===== src/rtl/fact_bus_pkg.sv =====
// Shared constants for the factorial unit's bus receiver: register map,
// status-word bit positions and control-word bit positions.
package fact_bus_pkg;

    localparam logic [1:0] ADDR_NDATA = 2'd0;
    localparam logic [1:0] ADDR_CTRL  = 2'd1;
    localparam logic [1:0] ADDR_LAST  = 2'd2;

    localparam int ST_EMPTY   = 0;
    localparam int ST_FULL    = 1;
    localparam int ST_OVF     = 2;
    localparam int ST_RERR    = 3;
    localparam int ST_CNT_LSB = 8;

    localparam int CTRL_FLUSH_BIT = 0;

endpackage


===== src/rtl/fact_bus_receiver_if.sv =====
// Shared data bus plus command handshake between the processor side,
// the receiver and the factorial core.
interface fact_bus_if #(
    parameter int DATA_W = 32,
    parameter int N_W    = 4
);
    logic              we;
    logic              re;
    logic [1:0]        addr;
    logic [DATA_W-1:0] wd;
    logic [DATA_W-1:0] rd;
    logic              rd_oe;
    logic [N_W-1:0]    cmd_n;
    logic              cmd_valid;
    logic              cmd_ready;

    modport slave (
        input  we, re, addr, wd, cmd_ready,
        output rd, rd_oe, cmd_n, cmd_valid
    );

    modport master (
        output we, re, addr, wd, cmd_ready,
        input  rd, rd_oe, cmd_n, cmd_valid
    );
endinterface


===== src/rtl/fact_bus_receiver_sync_fifo.sv =====
// Small synchronous FIFO; push is accepted while full if a pop happens the
// same cycle, and flush empties it ahead of any push or pop.
module sync_fifo #(
    parameter  int WIDTH = 4,
    parameter  int DEPTH = 4,
    localparam int AW    = $clog2(DEPTH),
    localparam int CW    = AW + 1
) (
    input  logic             clk,
    input  logic             rst_n,
    input  logic             push,
    input  logic             pop,
    input  logic             flush,
    input  logic [WIDTH-1:0] din,
    output logic [WIDTH-1:0] dout,
    output logic             empty,
    output logic             full,
    output logic [CW-1:0]    count
);
    logic [WIDTH-1:0] mem_r [DEPTH];
    logic [AW-1:0]    wr_ptr_r;
    logic [AW-1:0]    rd_ptr_r;
    logic [CW-1:0]    count_r;
    logic             pop_s;
    logic             push_s;

    assign empty  = (count_r == {CW{1'b0}});
    assign full   = (count_r == CW'(DEPTH));
    assign count  = count_r;
    assign pop_s  = pop && !empty;
    assign push_s = push && (!full || pop_s);
    assign dout   = empty ? {WIDTH{1'b0}} : mem_r[rd_ptr_r];

    // Storage array; no write lands during reset or flush.
    always_ff @(posedge clk) begin
        if (rst_n && !flush && push_s) begin
            mem_r[wr_ptr_r] <= din;
        end
    end

    // Pointers wrap naturally because DEPTH is a power of two.
    always_ff @(posedge clk) begin
        if (!rst_n || flush) begin
            wr_ptr_r <= {AW{1'b0}};
            rd_ptr_r <= {AW{1'b0}};
            count_r  <= {CW{1'b0}};
        end else begin
            if (push_s) begin
                wr_ptr_r <= wr_ptr_r + AW'(1);
            end
            if (pop_s) begin
                rd_ptr_r <= rd_ptr_r + AW'(1);
            end
            case ({push_s, pop_s})
                2'b10:   count_r <= count_r + CW'(1);
                2'b01:   count_r <= count_r - CW'(1);
                default: count_r <= count_r;
            endcase
        end
    end
endmodule


===== src/rtl/fact_bus_receiver.sv =====
// Bus slave for the factorial unit: decodes register writes, queues N values
// for the core, keeps sticky error flags and returns registered readback.
module fact_bus_receiver
    import fact_bus_pkg::*;
#(
    parameter int DATA_W = 32,
    parameter int N_W    = 4,
    parameter int DEPTH  = 4
) (
    input  logic      clk,
    input  logic      rst_n,
    fact_bus_if.slave bus
);
    localparam int CW = $clog2(DEPTH) + 1;

    logic [N_W-1:0]    fifo_dout_s;
    logic              fifo_empty_s;
    logic              fifo_full_s;
    logic [CW-1:0]     fifo_count_s;
    logic              write_ndata_s;
    logic              range_ok_s;
    logic              push_s;
    logic              flush_s;
    logic              pop_fire_s;
    logic [DATA_W-1:0] status_s;
    logic [DATA_W-1:0] read_val_s;
    logic              overflow_r;
    logic              range_err_r;
    logic [N_W-1:0]    last_n_r;
    logic [DATA_W-1:0] rd_r;
    logic              rd_oe_r;

    sync_fifo #(.WIDTH(N_W), .DEPTH(DEPTH)) u_fifo (
        .clk   (clk),
        .rst_n (rst_n),
        .push  (push_s),
        .pop   (bus.cmd_ready),
        .flush (flush_s),
        .din   (bus.wd[N_W-1:0]),
        .dout  (fifo_dout_s),
        .empty (fifo_empty_s),
        .full  (fifo_full_s),
        .count (fifo_count_s)
    );

    // Write decode; a flush pre-empts whatever the core is taking this cycle.
    always_comb begin
        write_ndata_s = bus.we && (bus.addr == ADDR_NDATA);
        range_ok_s    = (bus.wd[DATA_W-1:N_W] == {(DATA_W-N_W){1'b0}});
        push_s        = write_ndata_s && range_ok_s;
        flush_s       = bus.we && (bus.addr == ADDR_CTRL) && bus.wd[CTRL_FLUSH_BIT];
        pop_fire_s    = !fifo_empty_s && bus.cmd_ready && !flush_s;
    end

    // Status word and read mux, both from pre-edge state.
    always_comb begin
        status_s                    = {DATA_W{1'b0}};
        status_s[ST_EMPTY]          = fifo_empty_s;
        status_s[ST_FULL]           = fifo_full_s;
        status_s[ST_OVF]            = overflow_r;
        status_s[ST_RERR]           = range_err_r;
        status_s[ST_CNT_LSB +: CW]  = fifo_count_s;
        case (bus.addr)
            ADDR_NDATA: read_val_s = DATA_W'(fifo_count_s);
            ADDR_CTRL:  read_val_s = status_s;
            ADDR_LAST:  read_val_s = DATA_W'(last_n_r);
            default:    read_val_s = {DATA_W{1'b0}};
        endcase
    end

    // Sticky flags and last popped operand.
    always_ff @(posedge clk) begin
        if (!rst_n) begin
            overflow_r  <= 1'b0;
            range_err_r <= 1'b0;
            last_n_r    <= {N_W{1'b0}};
        end else if (flush_s) begin
            overflow_r  <= 1'b0;
            range_err_r <= 1'b0;
            last_n_r    <= last_n_r;
        end else begin
            if (push_s && fifo_full_s && !pop_fire_s) begin
                overflow_r <= 1'b1;
            end
            if (write_ndata_s && !range_ok_s) begin
                range_err_r <= 1'b1;
            end
            if (pop_fire_s) begin
                last_n_r <= fifo_dout_s;
            end
        end
    end

    // Read pipeline: rd holds between reads so the driver can tri-state it.
    always_ff @(posedge clk) begin
        if (!rst_n) begin
            rd_r    <= {DATA_W{1'b0}};
            rd_oe_r <= 1'b0;
        end else begin
            rd_oe_r <= bus.re;
            if (bus.re) begin
                rd_r <= read_val_s;
            end else begin
                rd_r <= rd_r;
            end
        end
    end

    assign bus.rd        = rd_r;
    assign bus.rd_oe     = rd_oe_r;
    assign bus.cmd_n     = fifo_dout_s;
    assign bus.cmd_valid = !fifo_empty_s;
endmodule


===== src/flat_wrapper.sv =====
// flat-port wrapper written by rule: the top's interface ports become plain ports
module fact_bus_receiver_flat import fact_bus_pkg::*;
#(
    parameter int DATA_W = 32,
    parameter int N_W    = 4,
    parameter int DEPTH  = 4
)
  (clk, rst_n, bus_we, bus_re, bus_addr, bus_wd, bus_cmd_ready, bus_rd, bus_rd_oe, bus_cmd_n, bus_cmd_valid);
  fact_bus_if #(.DATA_W(DATA_W), .N_W(N_W)) bus_i ();
  input  logic clk;
  input  logic rst_n;
  input wire logic [$bits(bus_i.we)-1:0] bus_we;
  input wire logic [$bits(bus_i.re)-1:0] bus_re;
  input wire logic [$bits(bus_i.addr)-1:0] bus_addr;
  input wire logic [$bits(bus_i.wd)-1:0] bus_wd;
  input wire logic [$bits(bus_i.cmd_ready)-1:0] bus_cmd_ready;
  output wire logic [$bits(bus_i.rd)-1:0] bus_rd;
  output wire logic [$bits(bus_i.rd_oe)-1:0] bus_rd_oe;
  output wire logic [$bits(bus_i.cmd_n)-1:0] bus_cmd_n;
  output wire logic [$bits(bus_i.cmd_valid)-1:0] bus_cmd_valid;
  assign bus_i.we = bus_we;
  assign bus_i.re = bus_re;
  assign bus_i.addr = bus_addr;
  assign bus_i.wd = bus_wd;
  assign bus_i.cmd_ready = bus_cmd_ready;
  assign bus_rd = bus_i.rd;
  assign bus_rd_oe = bus_i.rd_oe;
  assign bus_cmd_n = bus_i.cmd_n;
  assign bus_cmd_valid = bus_i.cmd_valid;
  fact_bus_receiver #(.DATA_W(DATA_W), .N_W(N_W), .DEPTH(DEPTH)) u_core (.clk(clk), .rst_n(rst_n), .bus(bus_i));
endmodule

===== config.mk =====
export PLATFORM = sky130hd
export DESIGN_NAME = fact_bus_receiver_flat
export DESIGN_NICKNAME = d
export VERILOG_FILES = /design/src/rtl/fact_bus_pkg.sv /design/src/rtl/fact_bus_receiver_if.sv /design/src/rtl/fact_bus_receiver_sync_fifo.sv /design/src/rtl/fact_bus_receiver.sv /design/src/flat_wrapper.sv
export SDC_FILE = /design/constraint.sdc
export NUM_CORES = 1
export LEC_CHECK = 0
export ABC_AREA = 1
export ABC_CLOCK_PERIOD_IN_PS = 1700
export CORE_MARGIN = 3
export CORE_UTILIZATION = 35
export DETAILED_ROUTE_END_ITERATION = 12
export GPL_TIMING_DRIVEN = 0
export PLACE_DENSITY_LB_ADDON = 0.25
export SYNTH_ARGS = -nofsm -noshare
export SYNTH_HDL_FRONTEND = slang
export SYNTH_SLANG_ARGS = --single-unit

===== constraint.sdc =====
create_clock -name clk -period 1.7 [get_ports clk]
set_input_delay 0.34 -clock clk [delete_from_list [all_inputs] [get_ports clk]]
set_output_delay 0.34 -clock clk [all_outputs]
set_load 0.01 [all_outputs]

==> reports/qor.csv, run 1 <==
stage,metric,value,unit
sta,# setup viols final,0,
layout,# diodes,0,
sta,hold_ws,0.351,ns
logic_synthesis,post-synthesis cell count,240,
route,WL per Instance,10.6,um
route,Vias,1714,
sta,Fin Clk Skew,0.00857,ns
hold_path,hold path startpoint,rst_n,
placement,Placer Congestion,0.795,
logic_synthesis,synth top area cells,"edfxtp_1, dfxtp_1, buf_4, nand2_1, a21oi_1",
critical_path,CP Class,input pin to flip-flop,
layout,Layout Area Growth over Synthesis,39.7,%
logic_synthesis,Ys Warns,0,
sta,final worst path period share,97.1,%
grt,vias in the first global route,1571,
critical_path,Worst Setup End Kind,flip-flop,
route,Routed Antenna Nets,0,
route,Remaining DRCs,0,
logic_synthesis,Post-synth top flop,dfxtp_1,
die,I/O pins,77,
sta,setup TNS,0,ns
layout,"commonest non-fill, non-tap cell in the layout",nand2_1,
grt,global-route wire length before repair,6.80,mm
logic_synthesis,count of different cell masters after synthesis,28,
grt,largest net degree at the start of global routing,12,
critical_path,Reg2Reg Setup Slack,0.09,ns
cts,hold_buf cts,0,
hold_path,hold path depth,3,
critical_path,reg2reg start,u_core.u_fifo.count[0],
critical_path,"Max FO, Critical Path",3,
logic_synthesis,sequential area share after synthesis,46.3,%
cts,CTS tree,done,
sta,RSZ-0062 raised after global routing,true,
power,peak supply drop,0.258,mV
cts,Clock Latency Late Sink,0.29,ns
layout,most frequent cells in the layout,"nand2_1, buf_4, conb_1",
die,Initial Util,36.5,%
layout,share of cells above drive strength 1,34.8,%
grt,total track usage,13.1,%
logic_synthesis,Post-Syn Area,2030,um2
critical_path,Worst Path Arrival,1.84,ns
die,total die area,6760,um2
cts,total CTS buffers,5,
power,Pleak,0.00128,uW
critical_path,startpoint types,input pin,
route,Post-Route WL,4.27,mm
status,run status,finished clean,
cts,clock-pin slew on the worst setup and hold paths,0.07,ns
logic_synthesis,Post-synth EDFFs,16,
logic_synthesis,"Avg Cell Area, Syn",8.47,um2
critical_path,Crit path required time,1.89,ns
run,MaxCap Viol Count,0,
critical_path,cell count of the worst reg-to-reg path,11,
logic_synthesis,Post-synth ARST share,0,%
route,DR pass1 iterations,4,
grt,total gr overflow,0,
cts,Sink Count,39,
placement,HPWL Detailed,3.21,mm
logic_synthesis,Yosys top cell area share,23.6,%
die,Core ar.,5570,um2
logic_synthesis,post-synthesis register bit count,39,
cts,Root Driver,clkbuf_8,
sta,min cycle time layout,1.65,ns
critical_path,Reg-to-Reg End,u_core.u_fifo.count[2],
die,Die W,82.2,um
placement,IO Port Bufs,50,
logic_synthesis,largest area contributor in the netlist,edfxtp_1,
grt,initial antenna violation count,0,
route,Starting DRT DRC Count,77,
cts,CTS HTree Levels,2,
sta,final hold vios,0,
route,DR vias/cell,4.26,
sta,Max Fclk,0.606,GHz
layout,Final nets,373,
cts,CTS Buffer Depth,2,
die,Die Y,82.2,um
sta,"Slew Viols, Final",0,
hold_path,Hold EP,u_core.bus.rd_oe,
hold_path,Hold Path Class,input pin to flip-flop,
power,PwrDens,640,nW/um2
die,Site Rows,27,
worst max path at each step:
| stage | from | end | slack [ns] | cells past startpoint |
|---|---|---|---|---|
| 3_5_place_dp | bus_addr[1] | u_core.u_fifo.mem_r[3][1] | -0.70 | 6 |
| 3_3_place_gp | bus_addr[1] | u_core.u_fifo.mem_r[2][1] | -0.67 | 6 |
| 4_1_cts | bus_wd[12] | u_core.u_fifo.count[1] | 0.0004 | 12 |
| 6_report | bus_addr[0] | u_core.u_fifo.count[2] | 0.05 | 10 |
| 2_1_floorplan | bus_wd[7] | u_core.u_fifo.count[1] | 0.004 | 11 |
| 5_1_grt | bus_wd[24] | u_core.u_fifo.count[2] | -0.07 | 14 |
sequential cells by signal, summed over array words and instances, names as in the netlist, named ones only:
register	count
u_core.u_fifo.mem_r	16
u_core.bus.rd	7
u_core.last_n_r	4
u_core.u_fifo.count	3
u_core.u_fifo.rd_ptr_r	2
u_core.u_fifo.wr_ptr_r	2
u_core.bus.rd_oe	1
u_core.overflow_r	1
u_core.range_err_r	1
metrics by stage:
stage / power, uW / instances / setup WS, ns / instance area [um2] / utilization, %
final: 1820 / 402 / 0.0491 / 2840 / 50.9
after global routing: 1880 / 402 / -0.0680 / 2840 / 50.9
after CTS: 1830 / 396 / 0.000421 / 2850 / 51.2
after detailed placement: 1240 / 386 / -0.698 / 2720 / 48.7
after global placement: 1230 / 386 / -0.669 / 2720 / 48.7
after floorplan: 1120 / 264 / 0.00379 / 2120 / -
what timing repair did:
action | 4_1_cts | 5_1_grt
pin swaps | 35 | 37
buffers inserted | 4 | 6
resized for setup | 91 | 48
setup endpoints to repair | 23 | 7
synth_stat cells (3+ instances only):
master,count
inv_1,21
clkbuf_1,3
nor2_4,4
o21ai_0,11
nor2_1,29
inv_2,3
a32o_1,4
nand2_4,3
nand2_1,46
ha_1,4
edfxtp_1,16
a21oi_1,22
nand2_2,3
nand3_1,11
buf_4,25
dfxtp_1,23
power breakdown:
part | internal [uW] | total, uW | switching [uW]
registers | 976 | 980 | 3.64
logic | 111 | 206 | 94.7
clock network | 325 | 631 | 306
cell families after synthesis:
family          after synthesis  share of synthesized area (%)
compound gates               40                           11.6
fa+ha+maj                     5                           3.45
buf+inv                      53                           14.5
flops                        39                           46.3
other cells                   1                          0.185
simple gates                102                           24.0
layout make-up:
| cell class | count | area (um2) |
|---|---|---|
| fill | 563 | 2740 |
| multi-input combinational | 172 | 968 |
| sequential | 39 | 952 |
| timing repair buffer | 60 | 444 |
| buffer | 27 | 196 |
| inverter | 24 | 97.6 |
| tap | 72 | 90.1 |
| clock buffer | 7 | 86.3 |
| clock inverter | 1 | 3.75 |
metal layers:
| layer | global-route usage, % | vias up | wire length [um] |
|---|---|---|---|
| li1 | - | 910 | - |
| met1 | 15.8 | 732 | 1790 |
| met2 | 22.4 | 66 | 2050 |
| met3 | 3.25 | 6 | 366 |
| met4 | 4.98 | 0 | 63 |
| met5 | 0 | - | 0 |
critical path, stage by stage:
cell,delay [ns]
dlygate4sd2_1,0.29
nor3b_4,0.30
nand2_4,0.10
nand2_4,0.08
inv_2,0.04
fa_2,0.40
inv_2,0.06
nand2_2,0.06
a21oi_2,0.13
nor2_1,0.04
No activity file was read; power rests on OpenSTA's default activity.
==> run 2, diff against run 1 <==
--- a/config.mk
+++ b/config.mk
@@ -7,8 +7,7 @@
 export LEC_CHECK = 0
 export ABC_AREA = 1
 export ABC_CLOCK_PERIOD_IN_PS = 1700
-export CORE_MARGIN = 3
-export CORE_UTILIZATION = 35
+export CORE_UTILIZATION = 40
 export DETAILED_ROUTE_END_ITERATION = 12
 export GPL_TIMING_DRIVEN = 0
 export PLACE_DENSITY_LB_ADDON = 0.25
==> reports/qor.csv, run 2 (synthesis gave the netlist of run 1 again) <==
stage,metric,value,unit,change
status,run status,finished clean,,
die,total die area,5370,um2,-21%
sta,final worst slack,0.00185,ns,-0.0472 ns
sta,RSZ-0062 raised after global routing,true,,
placement,IO Port Bufs,50,,unchanged
power,Pleak,0.00130,uW,+1.8%
critical_path,cell mode on critical path,nand2_4,,
power,internal power,1380,uW,-2.2%
critical_path,"Max FO, Critical Path",5,,+2
power,total net switching power,395,uW,-2.4%
sta,Max Fclk,0.589,GHz,-2.8%
cts,Sink Count,39,,unchanged
die,Die W,73.3,um,-11%
critical_path,cell count of the worst reg-to-reg path,9,,-2
layout,# diodes,0,,unchanged
layout,most frequent cells in the layout,"nand2_1, buf_4, conb_1",,
power,sw frac,22.2,%,-0.038 points
die,I/O pins,77,,unchanged
critical_path,startpoint types,flip-flop,,
layout,Multi-input gate area,1010,um2,+4.3%
cts,Clock Latency Late Sink,0.28,ns,about the same
critical_path,Reg2Reg Setup Slack,0.002,ns,-0.09 ns
critical_path,"slowest stage delay, CP",0.56,ns,+0.16 ns
grt,largest net degree at the start of global routing,12,,unchanged
layout,Fill cells,440,,-22%
placement,# placed instances,381,,-1.3%
route,Routed Antenna Nets,0,,unchanged
route,DR pass1 iterations,4,,unchanged
layout,Non-Filler Instances,400,,-0.50%
cts,CTS tree,done,,
route,Starting DRT DRC Count,127,,+65%
route,DR vias/cell,4.51,,+5.7%
critical_path,CP Class,flip-flop to flip-flop,,
critical_path,Worst Setup SP,u_core.u_fifo.count[1],,
critical_path,Worst Setup End Kind,flip-flop,,
placement,HPWL Detailed,2.94,mm,-8.4%
sta,final hold vios,0,,unchanged
critical_path,sequence of cells on the critical path,"nor2_4, nand2_4, nand2_4, inv_4, nand2_4, inv_2, fa_2, nand2_2, a21oi_2",,
placement,dpl ws,-0.683,ns,+0.0146 ns
layout,max FFs per register,16,,unchanged
grt,global-route wire length before repair,6.47,mm,-4.9%
die,Site Rows,25,,-7.4%
hold_path,Hold EP,u_core.bus.rd_oe,,
critical_path,Worst Path Buf+Inv,2,,-1
layout,share of cells above drive strength 1,39.0,%,+4.2 points
layout,register area,955,um2,+0.26%
hold_path,hold path depth,3,,unchanged
layout,Final nets,376,,+0.80%
power,combinational share of power,12.1,%,+0.8 points
critical_path,CP max stage cell,fa_2,,
placement,Placer Congestion,0.847,,+6.6%
layout,final core occ,60.2,%,+9.3 points
route,Vias,1803,,+5.2%
die,Initial Util,42.2,%,+5.7 points
layout,Top reg by flops,u_core.u_fifo.mem_r,,
power,Clk network pwr share,32.8,%,-1.9 points
power,PwrDens,612,nW/um2,-4.4%
hold_path,Hold Path Class,input pin to flip-flop,,
sta,# setup viols final,0,,unchanged
sta,final worst path period share,99.9,%,+2.8 points
cts,total CTS buffers,5,,unchanged
critical_path,Reg-to-Reg End,u_core.u_fifo.count[1],,
route,WL per Instance,11.2,um,+5.9%
layout,Layout Area Growth over Synthesis,42.8,%,
power,Seq pwr share,55.1,%,+1.2 points
critical_path,Crit path required time,1.91,ns,+0.02 ns
sta,Fin Clk Skew,0.00624,ns,-0.00233 ns
cts,CTS HTree Levels,2,,unchanged
grt,initial antenna violation count,0,,unchanged
route,Post-Route WL,4.50,mm,+5.4%
power,peak supply drop,0.322,mV,+25%
critical_path,CP top delay family,adder cells,,
grt,total gr overflow,0,,unchanged
sta,"Slew Viols, Final",0,,unchanged
die,Die Y,73.3,um,-11%
cts,hold_buf cts,0,,unchanged
cts,Root Driver,clkbuf_8,,
sta,min cycle time layout,1.70,ns,+0.0472 ns
critical_path,reg2reg start,u_core.u_fifo.count[1],,
cts,CTS Buffer Depth,2,,unchanged
route,Remaining DRCs,0,,unchanged
critical_path,Worst Path Arrival,1.90,ns,+0.06 ns
layout,"commonest non-fill, non-tap cell in the layout",nand2_1,,
grt,total track usage,16.0,%,+2.8 points
grt,vias in the first global route,1513,,-3.7%
hold_path,hold path startpoint,rst_n,,
cts,clock-pin slew on the worst setup and hold paths,0.07,ns,about the same
die,Core ar.,4820,um2,-14%
run,MaxCap Viol Count,0,,unchanged
## run 2: per-layer routing
metal | global-route usage (%) | wire length (um)
met1 | 18.4 | 1750
met2 | 29.3 | 2350
met3 | 2.47 | 289
met4 | 6.54 | 108
met5 | 0 | 0
## run 2: worst max path at each step
stage / to / depth (start not counted) / slack (ns)
2_1_floorplan: u_core.u_fifo.count[1] / 11 / 0.004
3_3_place_gp: u_core.u_fifo.mem_r[0][2] / 6 / -0.64
3_5_place_dp: u_core.u_fifo.mem_r[1][2] / 6 / -0.68
4_1_cts: u_core.u_fifo.count[1] / 12 / 0.001
5_1_grt: u_core.u_fifo.count[1] / 12 / -0.08
6_report: u_core.u_fifo.count[1] / 9 / 0.002
## run 2: what timing repair did
action                     in CTS  in global routing
setup buffers                   6                  7
gates cloned                    0                  0
pin swaps                      33                 43
gates resized for setup        92                 69
setup endpoints to repair      23                  7
## run 2: layout make-up
| type | instances | share of cell area, % |
|---|---|---|
| Tap cell | 67 | 2.89 |
| Buffer | 27 | 6.77 |
| Clock buffer | 8 | 2.76 |
| Timing Repair Buffer | 63 | 16.5 |
| Multi-Input combinational cell | 172 | 34.8 |
| Inverter | 24 | 3.36 |
| Sequential cell | 39 | 32.9 |
## run 2: worst reg2reg max path, delay by kind of cell (launching register included)
family,cells,cell delay (ns)
adders and majority gates,1,0.56
AOI/OAI and AO/OA,1,0.14
buffers and inverters,2,0.10
and+or+nand+nor,5,0.47
DFF,1,0.37
## run 2: metrics by stage
stage	hold WS, ns	setup TNS, ns	total power (uW)	cell area, um2
final	0.359	0	1780	2900
after global routing	0.392	-0.404	1840	2900
after CTS	0.354	0	1780	2860
after detailed placement	0.456	-14.57	1240	2710
after global placement	0.453	-13.91	1230	2710
after floorplan	0.430	0	1120	2120
## run 2: power groups by stage
stage                     Sequential [uW]  Combinational [uW]  Clock (uW)
after CTS                             981                 214         581
final                                 979                 215         582
after floorplan                      1010                 111           0
after detailed placement             1000                 231           0
after global routing                  979                 239         623
after global placement               1000                 229           0
==> run 3, diff against run 2 <==
--- a/config.mk
+++ b/config.mk
@@ -7,6 +7,7 @@
 export LEC_CHECK = 0
 export ABC_AREA = 1
 export ABC_CLOCK_PERIOD_IN_PS = 1700
+export CORE_MARGIN = 10
 export CORE_UTILIZATION = 40
 export DETAILED_ROUTE_END_ITERATION = 12
 export GPL_TIMING_DRIVEN = 0
==> reports/qor.csv, run 3 (synthesis gave the netlist of run 1 again) <==
stage,metric,value,unit,change
cts,Root Driver,clkbuf_8,,
sta,setup TNS,0,ns,unchanged
route,DR vias/cell,4.44,,-1.4%
hold_path,Hold Path Class,input pin to flip-flop,,
route,Vias,1769,,-1.9%
route,Routed Antenna Nets,0,,unchanged
placement,IO Port Bufs,50,,unchanged
critical_path,Worst Setup End Kind,primary output,,
layout,most frequent cells in the layout,"nand2_1, buf_4, conb_1",,
hold_path,hold path depth,3,,unchanged
layout,"commonest non-fill, non-tap cell in the layout",nand2_1,,
critical_path,Setup crit end,bus_cmd_n[1],,
run,MaxCap Viol Count,0,,unchanged
die,total die area,8330,um2,+55%
die,Initial Util,42.2,%,unchanged
layout,max FFs per register,16,,unchanged
route,Post-Route WL,4.78,mm,+6.3%
critical_path,CP max stage cell,dfxtp_4,,
cts,Sink Count,39,,unchanged
critical_path,Reg2Reg Setup Slack,0.07,ns,+0.07 ns
layout,share of cells above drive strength 1,30.8,%,-8.2 points
placement,# placed instances,381,,unchanged
critical_path,Crit path required time,1.36,ns,-0.55 ns
layout,post-route cell area,2820,um2,-2.9%
sta,Max Fclk,0.604,GHz,+2.6%
route,DR pass1 iterations,4,,unchanged
sta,"Slew Viols, Final",0,,unchanged
grt,global-route wire length before repair,7.84,mm,+21%
grt,vias in the first global route,1760,,+16%
die,Site Rows,25,,unchanged
critical_path,cell count of the worst reg-to-reg path,9,,unchanged
placement,Placer Congestion,0.822,,-3.0%
status,run status,finished clean,,
cts,clock-pin slew on the worst setup and hold paths,0.07,ns,about the same
critical_path,sequence of cells on the critical path,"nand2_1, a32o_1, nor2_1, buf_2",,
grt,largest net degree at the start of global routing,12,,unchanged
die,Die W,91.3,um,+25%
route,Remaining DRCs,0,,unchanged
sta,Fin Clk Skew,0.00827,ns,+0.00204 ns
sta,min cycle time layout,1.66,ns,-0.0429 ns
grt,total gr overflow,0,,unchanged
critical_path,reg2reg start,u_core.u_fifo.count[0],,
grt,total track usage,11.4,%,-4.5 points
placement,placed cell area,2710,um2,unchanged
grt,initial antenna violation count,0,,unchanged
die,Die Y,91.3,um,+25%
die,I/O pins,77,,unchanged
cts,CTS Buffer Depth,2,,unchanged
die,Core ar.,4820,um2,unchanged
cts,CTS HTree Levels,2,,unchanged
route,WL per Instance,12.0,um,+6.8%
critical_path,Reg-to-Reg End,u_core.u_fifo.count[1],,
power,Pleak,0.00127,uW,-2.0%
placement,HPWL Detailed,3.76,mm,+28%
cts,Clock Latency Late Sink,0.29,ns,about the same
sta,RSZ-0062 raised after global routing,true,,
layout,Non-Filler Instances,398,,-0.50%
power,PwrDens,646,nW/um2,+5.6%
cts,total CTS buffers,5,,unchanged
power,peak supply drop,0.405,mV,+26%
power,total power,1820,uW,+2.6%
critical_path,CP Class,flip-flop to primary output,,
cts,CTS tree,done,,
critical_path,Worst Path Arrival,1.32,ns,-0.58 ns
route,Starting DRT DRC Count,72,,-43%
sta,# setup viols final,0,,unchanged
sta,hold_ws,0.356,ns,-0.00302 ns
layout,Top reg by flops,u_core.u_fifo.mem_r,,
sta,final worst path period share,97.4,%,-2.5 points
sta,final hold vios,0,,unchanged
critical_path,"slowest stage delay, CP",0.42,ns,-0.14 ns
layout,Layout Area Growth over Synthesis,38.7,%,
layout,Final nets,374,,-0.53%
layout,Fill cells,473,,+7.5%
critical_path,startpoint types,flip-flop,,
critical_path,"Max FO, Critical Path",9,,+4
layout,# diodes,0,,unchanged
run 3: changes by cell type in the layout (fill, tap and decap cells not counted), moves of 4 or more:
| cell | before | now |
|---|---|---|
| nor2_1 | 12 | 23 |
| clkbuf_2 | 23 | 19 |
| nand2_2 | 8 | 4 |
| nor2_2 | 11 | 3 |
| clkdlybuf4s15_1 | 3 | 7 |
| nand2_1 | 39 | 44 |
run 3: where the power goes:
part / total (uW) / internal, uW / switching [uW] / leakage [uW]
Sequential: 982 / 978 / 3.63 / 0.000333
Clock: 631 / 325 / 306 / 0.0000459
Combinational: 209 / 112 / 96.9 / 0.000895
run 3: final cells by class:
type	instances	area (um2)	share of cell area (%)
Buffer	27	196	6.97
Clock buffer	7	86.3	3.06
Clock inverter	1	3.75	0.133
Inverter	24	95.1	3.37
Multi-Input combinational cell	172	938	33.3
Sequential cell	39	950	33.7
Tap cell	67	83.8	2.98
Timing Repair Buffer	61	464	16.5
run 3: how the worst min path moves through the flow:
stage	from	to	slack, ns
floorplan	u_core.range_err_r	u_core.range_err_r	0.43
global placement	u_core.u_fifo.rd_ptr_r[1]	u_core.u_fifo.rd_ptr_r[1]	0.45
detailed placement	u_core.bus.rd[2]	u_core.bus.rd[2]	0.45
CTS	rst_n	u_core.bus.rd_oe	0.35
global route	rst_n	u_core.bus.rd_oe	0.38
finish	rst_n	u_core.bus.rd_oe	0.36
run 3: repair_timing:
| action | 4_1_cts | 5_1_grt |
|---|---|---|
| resized for setup | 83 | 36 |
| buffers inserted | 4 | 7 |
| hold buffers | 0 | 0 |
| pin swaps | 34 | 35 |
| endpoints found under the setup margin | 23 | 22 |
run 3: worst max-delay path, delay by kind of cell, from the launching register on:
family          cells  cell delay, ns
flops               1            0.42
compound gates      1            0.28
simple gates        2            0.18
buf+inv             1            0.14
run 3: metrics by stage:
step | utilization, % | setup slack (ns)
CTS | 58.8 | 0.000313
global placement | 56.2 | -0.644
finish | 58.5 | 0.0448
detailed placement | 56.2 | -0.653
floorplan | - | 0.00379
global route | 58.5 | -0.0336
run 3: routing by layer:
layer | part of all wire (%) | up-vias | track usage (%)
met5 | 0 | - | 0
met3 | 11 | 5 | 5.43
li1 | - | 910 | -
met1 | 39 | 774 | 11.6
met2 | 48 | 80 | 19.2
met4 | 1.7 | 0 | 6.01
